**config.mk**
```make
export PLATFORM = sky130hd
export DESIGN_NAME = pool_stream_sequencer_flat
export DESIGN_NICKNAME = d
export VERILOG_FILES = /design/src/rtl/pool_stream_sequencer_if.sv /design/src/rtl/pool_stream_sequencer.sv /design/src/flat_wrapper.sv
export SDC_FILE = /design/constraint.sdc
export NUM_CORES = 1
export LEC_CHECK = 0
export ABC_AREA = 1
export BUFFER_PORTS_ARGS = -buffer_cell sky130_fd_sc_hd__buf_4
export CORE_MARGIN = 10
export CORE_UTILIZATION = 52
export CTS_BUF_LIST = sky130_fd_sc_hd__clkbuf_8
export DETAILED_ROUTE_END_ITERATION = 7
export PLACE_DENSITY_LB_ADDON = 0.1
export SETUP_SLACK_MARGIN = 0.02
export SYNTH_ARGS = -nofsm -noshare
export SYNTH_HDL_FRONTEND = slang
export SYNTH_SLANG_ARGS = --single-unit
export TNS_END_PERCENT = 1
```
**constraint.sdc**
```tcl
create_clock -name clock -period 1.9 [get_ports clock]
set_input_delay 0.095 -clock clock [delete_from_list [all_inputs] [get_ports clock]]
set_output_delay 0.095 -clock clock [all_outputs]
set_load 0.01 [all_outputs]
```
**src/rtl/pool_stream_sequencer_if.sv**
```systemverilog
// rtl/pool_stream_sequencer_if.sv - host/datapath signal bundle for the pooling frame sequencer
interface pool_stream_sequencer_if #(
    parameter int V_BITW = 5,
    parameter int H_BITW = 6
);
    logic                     start;
    logic                     hold;
    logic                     pool_enable;
    logic                     out_enable;
    logic [V_BITW-1:0]        out_vcnt;
    logic [H_BITW-1:0]        out_hcnt;
    logic                     busy;
    logic                     done;
    logic                     error;
    logic [V_BITW+H_BITW-1:0] pool_count;

    modport master (
        output start, hold, pool_enable,
        input  out_enable, out_vcnt, out_hcnt, busy, done, error, pool_count
    );

    modport slave (
        input  start, hold, pool_enable,
        output out_enable, out_vcnt, out_hcnt, busy, done, error, pool_count
    );
endinterface

```
**src/rtl/pool_stream_sequencer.sv**
```systemverilog
// rtl/pool_stream_sequencer.sv - raster coordinate generator, pipeline drain and pooled-output audit for one frame
module pool_stream_sequencer #(
    parameter int W_WIDTH      = 64,
    parameter int W_HEIGHT     = 32,
    parameter int LEVEL        = 0,
    parameter int FLUSH_CYCLES = 8,
    parameter int V_BITW       = $clog2(W_HEIGHT),
    parameter int H_BITW       = $clog2(W_WIDTH)
) (
    input  logic                  clock,
    input  logic                  n_rst,
    pool_stream_sequencer_if.slave bus
);
    localparam int C_BITW = V_BITW + H_BITW;
    localparam int F_BITW = $clog2(FLUSH_CYCLES + 1);
    localparam logic [C_BITW-1:0] EXPECTED =
        C_BITW'((W_WIDTH >> (LEVEL + 1)) * (W_HEIGHT >> (LEVEL + 1)));
    localparam logic [H_BITW-1:0] H_LAST = H_BITW'(W_WIDTH - 1);
    localparam logic [V_BITW-1:0] V_LAST = V_BITW'(W_HEIGHT - 1);
    localparam logic [F_BITW-1:0] F_LAST = F_BITW'(FLUSH_CYCLES - 1);

    typedef enum logic [1:0] {S_IDLE, S_RUN, S_FLUSH} state_t;

    state_t              r_state, w_state;
    logic                r_en, w_en;
    logic [H_BITW-1:0]   r_hcnt, w_hcnt;
    logic [V_BITW-1:0]   r_vcnt, w_vcnt;
    logic                r_busy, w_busy;
    logic                r_done, w_done;
    logic                r_error, w_error;
    logic [C_BITW-1:0]   r_count, w_count;
    logic [C_BITW-1:0]   w_count_inc;
    logic [F_BITW-1:0]   r_flush, w_flush;

    always_ff @(posedge clock or negedge n_rst) begin
        if (!n_rst) begin
            r_state <= S_IDLE;
            r_en    <= 1'b0;
            r_hcnt  <= '0;
            r_vcnt  <= '0;
            r_busy  <= 1'b0;
            r_done  <= 1'b0;
            r_error <= 1'b0;
            r_count <= '0;
            r_flush <= '0;
        end else begin
            r_state <= w_state;
            r_en    <= w_en;
            r_hcnt  <= w_hcnt;
            r_vcnt  <= w_vcnt;
            r_busy  <= w_busy;
            r_done  <= w_done;
            r_error <= w_error;
            r_count <= w_count;
            r_flush <= w_flush;
        end
    end

    // The registered coordinate is the one presented (r_en=1) or the next one
    // waiting behind a hold bubble (r_en=0); it advances only once consumed.
    always_comb begin
        w_state     = r_state;
        w_en        = 1'b0;
        w_hcnt      = r_hcnt;
        w_vcnt      = r_vcnt;
        w_busy      = r_busy;
        w_done      = 1'b0;
        w_error     = r_error;
        w_count     = r_count;
        w_flush     = r_flush;
        w_count_inc = (r_count == '1) ? r_count : r_count + 1'b1;

        case (r_state)
            S_IDLE: begin
                // a start coinciding with the done pulse is deliberately dropped
                if (bus.start && !r_done) begin
                    w_state = S_RUN;
                    w_en    = 1'b1;
                    w_hcnt  = '0;
                    w_vcnt  = '0;
                    w_busy  = 1'b1;
                    w_count = '0;
                    w_error = 1'b0;
                    w_flush = '0;
                end
                if (bus.pool_enable) begin
                    w_error = 1'b1;
                end
            end
            S_RUN: begin
                if (bus.pool_enable) begin
                    w_count = w_count_inc;
                end
                if (r_en && r_hcnt == H_LAST && r_vcnt == V_LAST) begin
                    w_state = S_FLUSH;
                    w_flush = '0;
                end else begin
                    w_en = !bus.hold;
                    if (r_en) begin
                        if (r_hcnt == H_LAST) begin
                            w_hcnt = '0;
                            w_vcnt = r_vcnt + 1'b1;
                        end else begin
                            w_hcnt = r_hcnt + 1'b1;
                        end
                    end
                end
            end
            S_FLUSH: begin
                if (bus.pool_enable) begin
                    w_count = w_count_inc;
                end
                if (r_flush == F_LAST) begin
                    w_state = S_IDLE;
                    w_done  = 1'b1;
                    w_busy  = 1'b0;
                    w_flush = '0;
                    if (w_count != EXPECTED) begin
                        w_error = 1'b1;
                    end
                end else begin
                    w_flush = r_flush + 1'b1;
                end
            end
            default: begin
                w_state = S_IDLE;
                w_busy  = 1'b0;
            end
        endcase
    end

    assign bus.out_enable = r_en;
    assign bus.out_hcnt   = r_hcnt;
    assign bus.out_vcnt   = r_vcnt;
    assign bus.busy       = r_busy;
    assign bus.done       = r_done;
    assign bus.error      = r_error;
    assign bus.pool_count = r_count;
endmodule

```
**src/flat_wrapper.sv**
```systemverilog
// flat-port wrapper written by rule: the top's interface ports become plain ports
module pool_stream_sequencer_flat 
#(
    parameter int W_WIDTH      = 64,
    parameter int W_HEIGHT     = 32,
    parameter int LEVEL        = 0,
    parameter int FLUSH_CYCLES = 8,
    parameter int V_BITW       = $clog2(W_HEIGHT),
    parameter int H_BITW       = $clog2(W_WIDTH)
)
  (clock, n_rst, bus_start, bus_hold, bus_pool_enable, bus_out_enable, bus_out_vcnt, bus_out_hcnt, bus_busy, bus_done, bus_error, bus_pool_count);
  pool_stream_sequencer_if #(.V_BITW(V_BITW), .H_BITW(H_BITW)) bus_i ();
  input  logic clock;
  input  logic n_rst;
  input wire logic [$bits(bus_i.start)-1:0] bus_start;
  input wire logic [$bits(bus_i.hold)-1:0] bus_hold;
  input wire logic [$bits(bus_i.pool_enable)-1:0] bus_pool_enable;
  output wire logic [$bits(bus_i.out_enable)-1:0] bus_out_enable;
  output wire logic [$bits(bus_i.out_vcnt)-1:0] bus_out_vcnt;
  output wire logic [$bits(bus_i.out_hcnt)-1:0] bus_out_hcnt;
  output wire logic [$bits(bus_i.busy)-1:0] bus_busy;
  output wire logic [$bits(bus_i.done)-1:0] bus_done;
  output wire logic [$bits(bus_i.error)-1:0] bus_error;
  output wire logic [$bits(bus_i.pool_count)-1:0] bus_pool_count;
  assign bus_i.start = bus_start;
  assign bus_i.hold = bus_hold;
  assign bus_i.pool_enable = bus_pool_enable;
  assign bus_out_enable = bus_i.out_enable;
  assign bus_out_vcnt = bus_i.out_vcnt;
  assign bus_out_hcnt = bus_i.out_hcnt;
  assign bus_busy = bus_i.busy;
  assign bus_done = bus_i.done;
  assign bus_error = bus_i.error;
  assign bus_pool_count = bus_i.pool_count;
  pool_stream_sequencer #(.W_WIDTH(W_WIDTH), .W_HEIGHT(W_HEIGHT), .LEVEL(LEVEL), .FLUSH_CYCLES(FLUSH_CYCLES), .V_BITW(V_BITW), .H_BITW(H_BITW)) u_core (.clock(clock), .n_rst(n_rst), .bus(bus_i));
endmodule
```
==> impl_metrics.ini, run 1 <==
[worst_setup_path]
cp.arrival_ns = 1.95
r2r_end = u_core.r_flush[0]
path_depth = 10
critPathMostFrequentCell = nand2_1
worst_path_largest_cell_delay_ns = 0.41
ff2ff_path_depth = 10
start_kind = register
ff2ff_setup_slack_ns = 0.13
cp-startpoint = u_core.bus.out_vcnt[1]
critPathBufInv = 1
reg2reg_from = u_core.bus.out_vcnt[1]
end_kind = register
cp.required_ns = 2.08
crit_fanout = 5
crit_slowest_cell = dfrtp_1
crit_path_cell_trace = ha_1 -> nand2_1 -> nor2_1 -> ha_1 -> nand3_1 -> nand2_1 -> nand2_1 -> inv_1 -> o21ai_0 -> o21a_1
path_class = register to register
cp_top_family = simple AND/OR/NAND/NOR gates
crit_end = u_core.r_flush[0]

[clock_tree]
cts_tree = built
insertion_delay_ns = 0.29
clock_sinks = 32
cts_buffer_depth = 2
cts_buffers = 5
clk_pin_slew_ns = 0.07
cts_root_buf = clkbuf_8
h-tree-depth = 2

[floorplanning]
die_x_um = 80.82
die_area_mm2 = 0.006531
fp.dieH_um = 80.82
num_rows = 22
core_area_mm2 = 0.003606
io_pins = 31
start_util_pct = 53.33

[hold_path]
min-delay-path-class = input pin to register

[timing]
slew_headroom_pct = 71.95
final-hold-violation-count = 0
tightestPinTransition_ns = 0.4207
setup_viol = 0
fmax_ghz = 0.5640
min_period_over_period_pct = 93.31
setup_ws_ns = 0.1270
maxSlewViolCount = 0
tns_ns = 0
fin_crit_ns = 1.773
rsz0062_at_grt = true
clock_skew_ns = 0.007345

[logic_synthesis]
avgSynthCellArea_um2 = 7.368
yosys_warnings = 0
yosysUniqueCellTypes = 29
synth_area_mm2 = 0.001923
yosysSeqAreaShare_pct = 41.64
syn_inst = 261
syn_nets = 275
synth-seq-cells = 32

[global_route]
grt_usage_pct = 14.43
antenna_found_initial = 0
grt_overflow_total = 0
grt_pass1_wl_um = 7610
grt_pass1_vias = 1702
grt_max_degree = 33

[power]
ir_drop_uv = 546.8
power_density_mw_per_mm2 = 1149
p_leak_uw = 0.001199

[layout]
nets = 319
syn_to_final_growth_pct = 25.96
seq_area_um2 = 804.5
multiInputGateArea_mm2 = 0.001010
diodes = 0
fillers = 335
mostFrequentLayoutCell = nand2_1
mostFrequentLayoutCells = 73 x nand2_1, 38 x inv_1, 38 x buf_4
final_layout_size_suffix_gt1_share_pct = 21.24

[route]
via_per_inst = 5.136
drt_first_pass_iters = 4
drt-wirelength-per-cell_um = 12.99
dr.first_iter.drc_count = 60
postRouteAntennaNets = 0
vias = 1818
drcViolationCount = 0
wirelength_um = 4598

[flow_run]
maxCapViolCount = 0

[placement]
place.gp.congestion = 0.8346
dp_slack_ns = 0.06697
place_hpwl_um = 3332
numPortBuffers = 30

[outcome]
status = completed
## synth_stat cells, drive strengths merged
master / n / share of area [%]
a22oi: 1 / 0.39
dfrtp: 32 / 42
nand2: 75 / 15
o31ai: 1 / 0.39
clkbuf: 1 / 0.19
nor4: 1 / 0.33
nor2: 26 / 5.7
inv: 40 / 7.8
a221oi: 1 / 0.46
nand4: 4 / 1.3
a21oi: 4 / 1.0
nand3b: 2 / 0.78
or2: 1 / 0.33
xnor2: 1 / 0.46
buf: 2 / 0.65
nand3: 21 / 5.7
o22ai: 9 / 2.9
ha: 9 / 5.9
nor3: 5 / 1.6
o21ai: 19 / 4.9
xor2: 4 / 1.8
o21a: 1 / 0.39
a21o: 1 / 0.39
## layout make-up
type                       count  share of cell area, %
timing repair buffer          40                  12.60
multi-input combinational    186                  41.68
inverter                      40                  6.198
clock inverter                 2                 0.4132
tap                           48                  2.479
clock buffer                   6                  3.409
sequential                    32                  33.21
## cells by family after synthesis
kind of cell               after synthesis  share of synthesized area (%)
xor gates and xnor gates                 5                          2.277
DFF                                     32                          41.64
and+or+nand+nor                        135                          30.64
adders and majority gates                9                          5.856
AOI/OAI and AO/OA                       37                          10.93
buffers and inverters                   43                          8.653
## per-layer routing
metal	track usage (%)	up-vias	share of wire, %
met3	4.746	7	5.2
met2	23.25	35	49
li1	-	935	-
met5	0	-	0
met4	5.709	0	1.5
met1	17.48	841	44
## power by group
group	leakage [uW]	switching (uW)	total [uW]	internal, uW
Combinational	0.000719	777	1290	511
Sequential	0.000429	123	940	817
Clock	0.0000510	266	555	289
## what timing repair did
item	CTS	global route
endpoints found under the hold margin	33	0
hold buffers	2	0
resized for setup	0	16
endpoints found under the setup margin	0	11
buffers inserted	0	3
## worst register-to-register path, cell delays in order (launching register included)
cell	delay [ns]
dfrtp_1	0.41
ha_1	0.20
nand2_1	0.08
nor2_1	0.10
ha_1	0.15
nand3_1	0.09
nand2_1	0.14
nand2_1	0.13
inv_1	0.15
o21ai_0	0.11
o21a_1	0.11
## sequential cells by signal, indices dropped and copies added (netlist names)
name	flops
u_core.bus.pool_count	11
u_core.bus.out_hcnt	6
u_core.bus.out_vcnt	5
u_core.r_flush	4
u_core.r_state	2
u_core.bus.busy	1
u_core.bus.done	1
u_core.bus.error	1
u_core.bus.out_enable	1
## per-stage QoR
| step | hold slack [ns] | util, % | area [um^2] | cells | power (uW) |
|---|---|---|---|---|---|
| finish | 0.1046 | 67.18 | 2422 | 354 | 2783 |
| global route | 0.1050 | 67.18 | 2422 | 354 | 2998 |
| CTS | 0.1027 | 64.95 | 2342 | 351 | 2687 |
| detailed placement | 0.06087 | 61.83 | 2230 | 341 | 2128 |
| global placement | 0.05963 | 61.83 | 2230 | 341 | 2090 |
| floorplan | -0.2006 | - | 1923 | 261 | 1688 |
## how the worst min path moves through the flow
stage / startpoint / to / slack [ns] / cells past startpoint
after global routing: bus_start / u_core.bus.out_enable / 0.11 / 3
after global placement: n_rst / u_core.bus.out_hcnt[4] / 0.06 / 1
final: bus_start / u_core.bus.out_enable / 0.10 / 3
after floorplan: n_rst / u_core.bus.busy / -0.20 / 0
after detailed placement: n_rst / u_core.bus.out_hcnt[2] / 0.06 / 1
after CTS: bus_start / u_core.bus.out_enable / 0.10 / 3
Power figures use the tool's default switching activity.
==> run 2: changes to the inputs <==
--- a/config.mk
+++ b/config.mk
@@ -8,7 +8,7 @@
 export ABC_AREA = 1
 export BUFFER_PORTS_ARGS = -buffer_cell sky130_fd_sc_hd__buf_4
 export CORE_MARGIN = 10
-export CORE_UTILIZATION = 52
+export CORE_UTILIZATION = 42
 export CTS_BUF_LIST = sky130_fd_sc_hd__clkbuf_8
 export DETAILED_ROUTE_END_ITERATION = 7
 export PLACE_DENSITY_LB_ADDON = 0.1
==> run 2 against run 1 <==
  * Combinational power hardly changed
  * First-iteration DRC count is 140% higher
  * Worst hold slack improved by 0.0017 ns
  * Total power is 4.0% higher
  * Core utilization fell by 11 points
  * Global-route usage fell by 1.8 points
  * Final cell count rose by 2.5%
  * Critical path type unchanged
  * Critical endpoint is now u_core.bus.out_vcnt[3]
  * Largest power group unchanged
==> impl_metrics.ini, run 2 (synthesis results as in run 1) <==
[outcome]
status = completed

[timing]
maxSlewViolCount = 0
setup_ws_ns = 0.1338
tightestPinTransition_ns = 0.4265
min_period_over_period_pct = 92.96
clock_skew_ns = 0.007540
final-hold-violation-count = 0
fmax_ghz = 0.5662
setup_viol = 0
fin_crit_ns = 1.766
slew_headroom_pct = 71.57
rsz0062_at_grt = true
fin_worst_hold_slack_ns = 0.1062

[clock_tree]
cts_root_buf = clkbuf_8
clk_pin_slew_ns = 0.07
cts_buffer_depth = 2
h-tree-depth = 2
insertion_delay_ns = 0.28
clock_sinks = 32
cts_tree = built
cts_buffers = 5

[route]
via_per_inst = 4.983
drt_first_pass_iters = 4
wirelength_um = 4775
postRouteAntennaNets = 0
dr.first_iter.drc_count = 142
drcViolationCount = 0
drt-wirelength-per-cell_um = 13.15
vias = 1809

[power]
ir_drop_uv = 784.9
fin_total_pwr_uw = 2894
p_leak_uw = 0.001220
power_density_mw_per_mm2 = 1165

[floorplanning]
num_rows = 24
die_x_um = 87.67
die_area_mm2 = 0.007685
start_util_pct = 43.86
core_area_mm2 = 0.004384
fp.dieH_um = 87.67
io_pins = 31

[placement]
dp_slack_ns = 0.04076
place.gp.congestion = 0.8767
place_hpwl_um = 3547
dpl.cell_count = 348
numPortBuffers = 30

[worst_setup_path]
start_kind = register
crit_path_cell_trace = ha_2 -> nand4_1 -> nor2_2 -> nand3_1 -> a21o_1 -> nand2_4 -> nor2_4 -> buf_4 -> nand2_1 -> o21ai_0
cp.required_ns = 2.07
crit_slowest_cell = dfrtp_1
path_class = register to register
cp.arrival_ns = 1.93
critPathBufInv = 1
ff2ff_path_depth = 10
r2r_end = u_core.bus.out_vcnt[3]
worst_path_largest_cell_delay_ns = 0.40
reg2reg_from = u_core.bus.out_hcnt[1]
end_kind = register
path_depth = 10
ff2ff_setup_slack_ns = 0.13
crit_fanout = 7
cp_top_family = simple AND/OR/NAND/NOR gates

[hold_path]
min_from = bus_start
holdPathEnd = u_core.bus.out_enable
min-delay-path-class = input pin to register
worstHoldPathCells = 3

[layout]
nets = 324
fillers = 420
largest_register_ffs = 11
final_cells = 363
mostFrequentLayoutCells = 72 x nand2_1, 43 x buf_4, 39 x inv_1
syn_to_final_growth_pct = 29.15
fin_util_pct = 56.65
diodes = 0
final_layout_size_suffix_gt1_share_pct = 22.83
mostFrequentLayoutCell = nand2_1

[global_route]
grt_max_degree = 33
grt_pass1_vias = 1814
grt_overflow_total = 0
grt_usage_pct = 12.66
grt_pass1_wl_um = 8031
antenna_found_initial = 0

[flow_run]
maxCapViolCount = 0
## run 2: cell types whose count changed in the layout (fill, tap and decap cells not counted), sizes merged
| cell | previous run | this run |
|---|---|---|
| clkinv | 2 | 1 |
| clkbuf | 6 | 5 |
| inv | 40 | 41 |
| buf | 38 | 43 |
| bufinv | 0 | 1 |
## run 2: repair_timing
action	in CTS	in global routing
buffers inserted	0	5
gates resized for setup	0	17
hold endpoints to repair	33	0
hold buffers	2	0
endpoints found under the setup margin	0	15
## run 2: layout make-up
cell class / count / area, um^2 / share of cell area (%)
Clock buffer: 5 / 68.82 / 2.771
Clock inverter: 3 / 38.79 / 1.562
Inverter: 40 / 150.1 / 6.045
Multi-Input combinational cell: 186 / 1015 / 40.86
Sequential cell: 32 / 803.3 / 32.34
Tap cell: 52 / 65.06 / 2.620
Timing Repair Buffer: 45 / 342.8 / 13.80
## run 2: worst max-delay path by stage
stage / from / endpoint / slack, ns
finish: u_core.bus.out_hcnt[1] / u_core.bus.out_vcnt[3] / 0.13
global route: u_core.bus.out_hcnt[1] / u_core.r_flush[3] / -0.02
CTS: u_core.bus.out_vcnt[0] / u_core.bus.out_vcnt[0] / 0.03
detailed placement: u_core.bus.out_vcnt[0] / u_core.bus.out_vcnt[0] / 0.04
global placement: u_core.bus.out_vcnt[0] / u_core.bus.out_vcnt[0] / 0.09
floorplan: u_core.bus.out_vcnt[0] / u_core.bus.out_vcnt[0] / 0.12
## run 2: metal layers
layer | GRT usage [%] | wire (um) | up-vias
met4 | 3.623 | 37 | 0
met3 | 4.085 | 269 | 4
met2 | 21.83 | 2331 | 35
met1 | 14.61 | 2138 | 831
met5 | 0 | 0 | -
li1 | - | - | 939
## run 2: per-stage QoR
stage | area (um^2) | setup TNS, ns
6_report | 2484 | 0
2_1_floorplan | 1923 | 0
3_5_place_dp | 2257 | 0
3_3_place_gp | 2257 | 0
5_1_grt | 2484 | -0.03438
4_1_cts | 2385 | 0
## run 2: report_power, final
| group | switching, uW | total (uW) | internal [uW] |
|---|---|---|---|
| Sequential | 127 | 943 | 816 |
| Clock | 252 | 635 | 384 |
| Combinational | 799 | 1320 | 517 |
| Total | 1180 | 2890 | 1720 |
## run 2: tightest hold or removal path, stage by stage
cell,delay (ns)
buf_4,0.11
nand2_1,0.07
o22ai_1,0.07
==> run 3: changes to the inputs <==
--- a/config.mk
+++ b/config.mk
@@ -11,6 +11,7 @@
 export CORE_UTILIZATION = 42
 export CTS_BUF_LIST = sky130_fd_sc_hd__clkbuf_8
 export DETAILED_ROUTE_END_ITERATION = 7
+export GPL_TIMING_DRIVEN = 0
 export PLACE_DENSITY_LB_ADDON = 0.1
 export SETUP_SLACK_MARGIN = 0.02
 export SYNTH_ARGS = -nofsm -noshare
==> run 3 against run 2 <==
  * Non-clock buffer count up 2
  * Fmax shrank 0.22%
  * Clock skew shrank 0.0038 ns
  * Final cell count grew 0.83%
  * Clock-buffer cell count stayed put
  * Sequential cell count stayed put
  * Register-to-register slack is essentially flat
  * Sequential share of layout area down 0.42 points
  * Sequential power up 0.4%
  * Setup slack got worse by 0.0039 ns
  * First-iteration DRC count down 49%
  * Largest power group unchanged
==> impl_metrics.ini, run 3 (synthesis results as in run 1) <==
[route]
wirelength_um = 4648
dr.first_iter.drc_count = 73
vias = 1836
drt-wirelength-per-cell_um = 12.70
highest_layer = met4
drt_first_pass_iters = 4
routed-wl-met3_um = 235
wl_met2_um = 2232
drcViolationCount = 0
postRouteAntennaNets = 0
via_per_inst = 5.016
wl_met1_um = 2117

[clock_tree]
clock_sinks = 32
cts_buffers = 5
clk_pin_slew_ns = 0.07
cts_buffer_depth = 2
h-tree-depth = 2
insertion_delay_ns = 0.28
cts_tree = built
cts_root_buf = clkbuf_8

[placement]
dp_slack_ns = -0.06281
numPortBuffers = 29
placed_area_mm2 = 0.002206
place_hpwl_um = 3374
place.gp.congestion = 0.8643

[global_route]
grt_pass1_vias = 1766
grt_overflow_total = 0
antenna_found_initial = 0
grt_usage_pct = 12.31
grt_max_degree = 33
grt_pass1_wl_um = 7783

[power]
ir_drop_uv = 675.3
p_leak_uw = 0.001225
power_density_mw_per_mm2 = 1184

[worst_setup_path]
cp.required_ns = 2.07
worst_path_largest_cell_delay_ns = 0.40
ff2ff_path_depth = 9
cp.arrival_ns = 1.94
reg2reg_from = u_core.bus.out_hcnt[0]
end_kind = register
crit_fanout = 4
r2r_end = u_core.r_flush[3]
start_kind = register
crit_slowest_cell = dfrtp_1
path_class = register to register
ff2ff_setup_slack_ns = 0.13
crit_path_cell_trace = ha_2 -> nand4_1 -> nor2_4 -> nand3_2 -> nand2_1 -> nand2_1 -> nor2_2 -> xor2_1 -> a21oi_1
critPathMostFrequentCell = nand2_1

[layout]
fin_util_pct = 57.48
largest_register_ffs = 11
seq_area_um2 = 804.5
mostFrequentLayoutCells = 73 x nand2_1, 43 x buf_4, 37 x inv_1
mostFrequentLayoutCell = nand2_1
nets = 327
multiInputGateArea_mm2 = 0.001036
design_area_mm2 = 0.002520
diodes = 0
final_layout_size_suffix_gt1_share_pct = 24.84
syn_to_final_growth_pct = 31.03
fillers = 421

[floorplanning]
start_util_pct = 43.86
num_rows = 24
die_x_um = 87.67
fp.dieH_um = 87.67
io_pins = 31
die_area_mm2 = 0.007685
core_area_mm2 = 0.004384

[timing]
min_period_over_period_pct = 93.17
setup_ws_ns = 0.1299
tightestPinTransition_ns = 0.4145
setup_viol = 0
maxSlewViolCount = 0
fin_crit_ns = 1.770
fmax_ghz = 0.5649
slew_headroom_pct = 72.36
final-hold-violation-count = 0
clock_skew_ns = 0.003769
rsz0062_at_grt = true

[hold_path]
worstHoldPathCells = 3
min-delay-path-class = input pin to register
holdPathEnd = u_core.bus.out_enable
min_from = bus_start

[flow_run]
maxCapViolCount = 0

[outcome]
status = completed
run 3: cell count changes in the layout (fill, tap and decap cells not counted):
cell and delta:
a21oi_2 -1, a21oi_4 +1, buf_2 +1, clkbuf_2 +1, clkinvlp_4 +1, dfrtp_1 -1, dfrtp_2 +1, inv_1 -2
inv_2 +1, nand2_1 +1, nor2_1 -2, nor2_2 +1, nor2_4 +1
run 3: worst max-delay path, delay by kind of cell (launching register included):
family	cells	cell delay, ns
flops	1	0.40
simple gates	6	0.82
fa+ha+maj	1	0.22
xor+xnor	1	0.17
compound gates	1	0.05
run 3: what timing repair did:
item	CTS	global route
hold endpoints to repair	33	0
pin swaps	0	5
gates resized for setup	2	24
setup buffers	0	13
cloned	0	1
hold buffers	2	0
endpoints found under the setup margin	5	23
run 3: layout make-up:
cell class	instances	share of cell area (%)
multi-input cells	187	41.11
clock inverters	3	1.539
well taps	52	2.582
inverters	40	6.107
clock buffers	5	2.731
flip-flops and latches	32	31.93
plain buffers	3	0.6951
repair buffers	44	13.31
run 3: worst max-delay path by stage:
| stage | from | endpoint | slack (ns) | cells past startpoint |
|---|---|---|---|---|
| 6_report | u_core.bus.out_hcnt[0] | u_core.r_flush[3] | 0.13 | 9 |
| 5_1_grt | u_core.r_state[1] | u_core.bus.out_vcnt[2] | -0.005 | 10 |
| 2_1_floorplan | u_core.bus.out_vcnt[0] | u_core.bus.out_vcnt[0] | 0.12 | 11 |
| 4_1_cts | u_core.r_state[1] | u_core.bus.out_vcnt[0] | 0.02 | 10 |
| 3_5_place_dp | u_core.r_state[1] | u_core.bus.out_vcnt[0] | -0.06 | 10 |
| 3_3_place_gp | u_core.r_state[1] | u_core.bus.out_vcnt[0] | -0.09 | 10 |
run 3: metal layers:
layer  vias up  global-route usage, %
met1       851                  13.97
met4         0                  4.638
met2        27                  20.77
li1        950                      -
met3         8                  4.271
met5         -                      0
run 3: report_power, final:
group	switching (uW)	internal, uW
clock network	262	384
registers	129	818
logic	818	574
total	1210	1780
run 3: through the flow:
stage	total power [uW]	TNS [ns]	std cells	hold slack [ns]
floorplan	1688	0	261	-0.2006
global placement	2059	-0.2819	342	0.06639
detailed placement	2068	-0.1647	342	0.06518
CTS	2735	0	352	0.1157
global route	3229	-0.005394	366	0.1262
finish	2984	0	366	0.1106
